===== src/rtl/gemm_sequencer_pkg.sv =====
// Shared GEMM sequencing constants: array control state codes and the
// instruction opcodes decoded upstream by inst_reader.
package gemm_sequencer_pkg;

  localparam int CTRL_W = 4;

  typedef enum logic [CTRL_W-1:0] {
    ST_IDLE   = 4'd0,
    ST_WARMUP = 4'd1,
    ST_STEADY = 4'd2,
    ST_DRAIN  = 4'd3
  } ctrl_state_e;

  localparam logic [3:0] OPCODE_GEMM     = 4'b0100;
  localparam logic [3:0] OPCODE_DRAINSYS = 4'b0101;

endpackage


===== src/rtl/gemm_sequencer.sv =====
// Sequences one GEMM tile: checks and latches the SRAM address windows, then steps
// the array control state IDLE->WARMUP->STEADY->DRAIN->IDLE with exact phase lengths.
module gemm_sequencer
  import gemm_sequencer_pkg::*;
#(
  parameter int NUM_ROW              = 4,
  parameter int NUM_COL              = 4,
  parameter int LOG2_SRAM_BANK_DEPTH = 5,
  parameter int CTRL_WIDTH           = 4,
  parameter int WARMUP_CYCLES        = 1,
  parameter int DRAIN_CYCLES         = NUM_ROW + NUM_COL
) (
  input  logic                            clk,
  input  logic                            rst_n,
  input  logic                            i_cmd_valid,
  output logic                            o_cmd_ready,
  input  logic [LOG2_SRAM_BANK_DEPTH-1:0] i_cmd_top_start,
  input  logic [LOG2_SRAM_BANK_DEPTH-1:0] i_cmd_top_end,
  input  logic [LOG2_SRAM_BANK_DEPTH-1:0] i_cmd_left_start,
  input  logic [LOG2_SRAM_BANK_DEPTH-1:0] i_cmd_left_end,
  input  logic [LOG2_SRAM_BANK_DEPTH-1:0] i_cmd_down_start,
  input  logic [LOG2_SRAM_BANK_DEPTH-1:0] i_cmd_down_end,
  input  logic                            i_abort,
  output logic [CTRL_WIDTH-1:0]           o_ctrl_state,
  output logic [LOG2_SRAM_BANK_DEPTH-1:0] o_top_sram_rd_start_addr,
  output logic [LOG2_SRAM_BANK_DEPTH-1:0] o_top_sram_rd_end_addr,
  output logic [LOG2_SRAM_BANK_DEPTH-1:0] o_left_sram_rd_start_addr,
  output logic [LOG2_SRAM_BANK_DEPTH-1:0] o_left_sram_rd_end_addr,
  output logic [LOG2_SRAM_BANK_DEPTH-1:0] o_down_sram_rd_start_addr,
  output logic [LOG2_SRAM_BANK_DEPTH-1:0] o_down_sram_rd_end_addr,
  output logic                            o_busy,
  output logic                            o_done,
  output logic                            o_cmd_err
);

  localparam int AW    = LOG2_SRAM_BANK_DEPTH;
  localparam int CNT_W = ((AW + 1) > $clog2(DRAIN_CYCLES + 1)) ? (AW + 1) : $clog2(DRAIN_CYCLES + 1);

  ctrl_state_e      r_state, w_state_nxt;
  logic [CNT_W-1:0] r_cnt, w_cnt_nxt, r_k;
  logic             r_done, r_err, w_done_nxt, w_err_nxt, w_accept;
  logic [AW-1:0]    r_top_s, r_top_e, r_left_s, r_left_e, r_down_s, r_down_e;
  logic [AW-1:0]    w_top_span, w_left_span;
  logic [AW:0]      w_k;
  logic             w_cmd_bad;

  // Spans are only meaningful when end>=start; the ordering checks guard the subtraction.
  assign w_top_span  = i_cmd_top_end - i_cmd_top_start;
  assign w_left_span = i_cmd_left_end - i_cmd_left_start;
  assign w_k         = {1'b0, w_top_span} + (AW + 1)'(1);
  assign w_cmd_bad   = (i_cmd_top_end < i_cmd_top_start) ||
                       (i_cmd_left_end < i_cmd_left_start) ||
                       (w_top_span != w_left_span);

  always_comb begin
    w_state_nxt = r_state;
    w_cnt_nxt   = r_cnt;
    w_done_nxt  = 1'b0;
    w_err_nxt   = 1'b0;
    w_accept    = 1'b0;
    case (r_state)
      ST_IDLE: begin
        if (i_cmd_valid) begin
          if (w_cmd_bad) begin
            w_err_nxt = 1'b1;
          end else begin
            w_accept    = 1'b1;
            w_state_nxt = ST_WARMUP;
            w_cnt_nxt   = CNT_W'(WARMUP_CYCLES);
          end
        end
      end
      ST_WARMUP: begin
        if (r_cnt == CNT_W'(1)) begin
          w_state_nxt = ST_STEADY;
          w_cnt_nxt   = r_k;
        end else begin
          w_cnt_nxt = r_cnt - CNT_W'(1);
        end
      end
      ST_STEADY: begin
        if (r_cnt == CNT_W'(1)) begin
          w_state_nxt = ST_DRAIN;
          w_cnt_nxt   = CNT_W'(DRAIN_CYCLES);
        end else begin
          w_cnt_nxt = r_cnt - CNT_W'(1);
        end
      end
      ST_DRAIN: begin
        if (r_cnt == CNT_W'(1)) begin
          w_state_nxt = ST_IDLE;
          w_done_nxt  = 1'b1;
        end else begin
          w_cnt_nxt = r_cnt - CNT_W'(1);
        end
      end
      default: w_state_nxt = ST_IDLE;
    endcase
    // Abort overrides any phase transition, including the final DRAIN cycle.
    if (i_abort && (r_state != ST_IDLE)) begin
      w_state_nxt = ST_IDLE;
      w_done_nxt  = 1'b0;
    end
  end

  always_ff @(posedge clk or negedge rst_n) begin
    if (!rst_n) begin
      r_state  <= ST_IDLE;
      r_cnt    <= '0;
      r_k      <= '0;
      r_done   <= 1'b0;
      r_err    <= 1'b0;
      r_top_s  <= '0;
      r_top_e  <= '0;
      r_left_s <= '0;
      r_left_e <= '0;
      r_down_s <= '0;
      r_down_e <= '0;
    end else begin
      r_state <= w_state_nxt;
      r_cnt   <= w_cnt_nxt;
      r_done  <= w_done_nxt;
      r_err   <= w_err_nxt;
      if (w_accept) begin
        r_k      <= CNT_W'(w_k);
        r_top_s  <= i_cmd_top_start;
        r_top_e  <= i_cmd_top_end;
        r_left_s <= i_cmd_left_start;
        r_left_e <= i_cmd_left_end;
        r_down_s <= i_cmd_down_start;
        r_down_e <= i_cmd_down_end;
      end
    end
  end

  assign o_cmd_ready               = (r_state == ST_IDLE);
  assign o_busy                    = (r_state != ST_IDLE);
  assign o_ctrl_state              = CTRL_WIDTH'(r_state);
  assign o_done                    = r_done;
  assign o_cmd_err                 = r_err;
  assign o_top_sram_rd_start_addr  = r_top_s;
  assign o_top_sram_rd_end_addr    = r_top_e;
  assign o_left_sram_rd_start_addr = r_left_s;
  assign o_left_sram_rd_end_addr   = r_left_e;
  assign o_down_sram_rd_start_addr = r_down_s;
  assign o_down_sram_rd_end_addr   = r_down_e;

endmodule


===== config.mk =====
export PLATFORM = sky130hd
export DESIGN_NAME = gemm_sequencer
export DESIGN_NICKNAME = d
export VERILOG_FILES = /design/src/rtl/gemm_sequencer_pkg.sv /design/src/rtl/gemm_sequencer.sv
export SDC_FILE = /design/constraint.sdc
export NUM_CORES = 1
export LEC_CHECK = 0
export ABC_AREA = 1
export BUFFER_PORTS_ARGS = -buffer_cell sky130_fd_sc_hd__buf_4
export CORE_ASPECT_RATIO = 1.1
export CORE_MARGIN = 1
export CORE_UTILIZATION = 32
export CTS_BUF_LIST = sky130_fd_sc_hd__clkbuf_4 sky130_fd_sc_hd__clkbuf_8
export CTS_CLUSTER_SIZE = 25
export DETAILED_ROUTE_END_ITERATION = 12
export SLEW_MARGIN = 0
export SYNTH_ARGS = -nofsm -noshare
export SYNTH_HDL_FRONTEND = slang
export SYNTH_SLANG_ARGS = --single-unit

===== constraint.sdc =====
create_clock -name clk -period 2.1 [get_ports clk]
set_clock_uncertainty 0.1 [all_clocks]
set_input_delay 0.21 -clock clk [delete_from_list [all_inputs] [get_ports clk]]
set_output_delay 0.21 -clock clk [all_outputs]
set_load 0.005 [all_outputs]

==> impl_metrics.csv <==
group,metric,value,unit
timing,holdWs,0.04693,ns
die,dieWidth,93.53,microns
yosys,synthSimpleGateAreaFrac,0.2151,
cts,cts_num_sinks,46,
cts,cts-buffers-inserted,5,
die,start_util,0.3307,
pwr,max-vdd-ir-drop,251.0,uV
cts,h-tree-depth,2,
outcome,run_status,"completed",
routing,drc_errors,0,
place,place_ws,-0.2318,ns
pwr,total_power,0.003310,W
routing,firstDrtPassIters,4,
critical_path,cp.required,2.19,ns
routing,drtIter0Drc,84,
critical_path,worstSetupPathType,"primary input to flop",
cts,clk_latency,0.30,ns
timing,rsz0062_at_grt,"no",
critical_path,timing.rr.start,"r_cnt[0]$_DFFE_PN0P_",
hold_path,whs_path_depth,3,
timing,setup-violations-final,0,
critical_path,cp_slowest_cell,"fa_2",
pwr,cellLeakagePower,2.123,nW
place,gp_congestion,0.8981,
timing,final.min_clock_period,1.978,ns
routing,drtAntennaViolNets,0,
grt,grt_pass1_wl,10920,microns
cts,clk_pin_slew_worst_paths,0.09,ns
final_layout,postLayoutCellArea,3887,sq um
place,dp_hpwl,5081,microns
die,die_h,102.7,microns
yosys,synth_ff_type,"dfrtp_1",
timing,slew-limit-headroom,0.5995,
cts,cts_buffer_depth,2,
grt,grt_start_max_net_pins,47,
final_layout,final_util,0.4359,
timing,fmax,0.5054,GHz
yosys,synth_mux_area_frac,0,
critical_path,worstPathArrival,2.07,ns
final_layout,nFillCells,916,
critical_path,ff2ff_setup_slack,0.23,ns
hold_path,holdCritPathClass,"primary input to flop",
yosys,synth_warnings,0,
yosys,synth_cell_types,30,
die,num_io_pins,72,
yosys,synth_compound_area_frac,0.1536,
yosys,synthAdderAreaFrac,0.08994,
critical_path,endpoint_kind,"flop",
critical_path,slowest_delay,0.45,ns
die,die_area,9604,sq um
critical_path,endpoint,"r_k[3]$_DFFE_PN0P_",
yosys,synth_top_family_by_area,"simple AND/OR/NAND/NOR gates",
routing,wl_per_cell,11.67,microns
pwr,power.density,851.4,nW/um^2
flow_run,drv_cap,0,
yosys,synth_edf_count,0,
place,placed_area,3750,sq um
timing,worst_slack,0.1215,ns
timing,tightest_slew,0.6007,ns
yosys,synth_area_per_cell,8.474,sq um
final_layout,final_nets,498,
yosys,yosysSeqAreaShare,0.3903,
grt,gr-usage-all-layers,0.1443,
critical_path,rr_worst_depth,7,
grt,grt_pass1_vias,2417,
yosys,ys_seq_elements,46,
yosys,synth_area,2949,sq um
timing,fin_crit_sh,0.9421,
critical_path,crit_start,"i_cmd_left_end[0]",
place,port_buffers,69,
cts,cts_root_buf,"clkbuf_8",
die,std_cell_rows,36,
die,coreArea,8919,sq um
final_layout,area_growth,31.82,%
critical_path,cp_cell_sequence,"buf_4, inv_1, ha_4, fa_2, xnor2_1, nor2_1, nand3_2, nor3_4, nand3_4, buf_12, nand2_1, o21ai_2",
grt,overflow,0,
critical_path,worst_setup_path_start_kind,"primary input",
routing,routed_wl,6526,microns
critical_path,cp_max_fo,32,
final_layout,drive_gt1_frac,0.3730,
final_layout,diodes,0,
timing,hold_viol_final,0,
timing,maxSlewViolCount,0,
cts,cts_tree,"yes",
routing,via_per_inst,4.530,
yosys,async_reset_ff_frac,1.000,
critical_path,r2r_end,"r_cnt[5]$_DFFE_PN0P_",
routing,vias,2532,
grt,antenna_found_initial,0,
yosys,syn_inst,348,
yosys,synthXorXnorAreaFrac,0.03267,
[timing repair]
item / 4_1_cts / 5_1_grt
hold endpoints to repair: 46 / 0
setup endpoints to repair: 0 / 33
setup buffers: 0 / 1
hold buffers: 1 / 0
resized for setup: 0 / 8
[registers in the layout, summed over array words and instances, names as in the netlist]
register / cells
o_down_sram_rd_start_addr: 5
o_cmd_err: 1
o_down_sram_rd_end_addr: 5
r_cnt: 6
o_top_sram_rd_end_addr: 5
o_top_sram_rd_start_addr: 5
o_done: 1
o_left_sram_rd_end_addr: 5
r_k: 6
o_ctrl_state: 2
o_left_sram_rd_start_addr: 5
[cell usage after synthesis, drive strengths merged (2+ instances only)]
cell type	n	share of area
nand2	94	0.13
inv	61	0.078
dfrtp	46	0.39
o21ai	42	0.12
nand3	21	0.042
ha	18	0.076
nor2	12	0.015
buf	11	0.039
a21oi	10	0.022
nand4	7	0.015
xor2	7	0.021
xnor2	4	0.012
nand3b	3	0.0076
a31oi	2	0.0042
fa	2	0.014
nor3	2	0.0072
o211ai	2	0.0051
[metrics by stage]
| stage | instances | TNS (ns) |
|---|---|---|
| finish | 559 | 0 |
| global route | 559 | 0 |
| CTS | 558 | 0 |
| detailed placement | 549 | -8.950 |
| global placement | 549 | -7.674 |
| floorplan | 349 | -0.005465 |
[report_power, final]
group | internal, W | switching [W]
logic | 0.000712 | 0.000851
clock network | 0.000235 | 0.000327
registers | 0.00105 | 0.000131
total | 0.00200 | 0.00131
[metal layers]
metal	vias to the layer above	wire length (microns)	track usage	share of wire
li1	1289	-	-	-
met5	-	0	0	0
met2	42	3337	0.2636	0.51
met1	1194	2911	0.1767	0.45
met3	7	204	0.02065	0.031
met4	0	72	0.04260	0.011
[worst max-delay path, delay by kind of cell]
family | cells | cell delay (ns)
fa+ha+maj | 2 | 0.60
simple gates | 5 | 0.66
xor+xnor | 1 | 0.14
buf+inv | 3 | 0.40
compound gates | 1 | 0.05
[worst min path at each step]
stage / start / to / slack, ns
2_1_floorplan: rst_n / o_cmd_err$_DFF_PN0_ / -0.19
3_3_place_gp: rst_n / o_done$_DFF_PN0_ / 0.16
3_5_place_dp: rst_n / o_done$_DFF_PN0_ / 0.18
4_1_cts: i_cmd_down_end[3] / o_down_sram_rd_end_addr[3]$_DFFE_PN0P_ / 0.04
5_1_grt: i_cmd_down_end[3] / o_down_sram_rd_end_addr[3]$_DFFE_PN0P_ / 0.04
6_report: i_cmd_down_start[2] / o_down_sram_rd_start_addr[2]$_DFFE_PN0P_ / 0.05
[cells in the final DEF, fill, tap and decap left out, types with 2 or more instances in the layout]
cell type,Yosys,final
buf_4,2,96
nand2_1,86,82
inv_1,60,58
dfrtp_1,46,46
o21ai_2,35,35
nand3_1,19,18
ha_1,18,16
nor2_1,12,12
nand2_2,8,12
a21oi_1,8,8
nand4_1,7,7
o21ai_0,7,7
xor2_1,7,7
clkbuf_8,0,5
xnor2_1,4,4
nand3b_1,3,3
inv_2,1,2
nand3_2,1,2
a31oi_1,2,2
o211ai_1,2,2
fa_2,0,2
ha_4,0,2
conb_1,1,2
buf_12,0,2
[cell type report]
cell class                      instances  area (sq um)  area share
Inverter                               61         231.5     0.05954
Sequential cell                        46          1151      0.2961
Clock buffer                            5         68.82     0.01770
Clock inverter                          3         21.27    0.005472
Timing Repair Buffer                   99         770.7      0.1983
Tap cell                              114         142.6     0.03669
Multi-Input combinational cell        231          1501      0.3862
[cell families after synthesis]
group           Yosys count
simple gates            140
buf+inv                  72
compound gates           58
flops                    46
fa+ha+maj                20
xor+xnor                 11
other cells               1
Power figures use the tool's default switching activity.
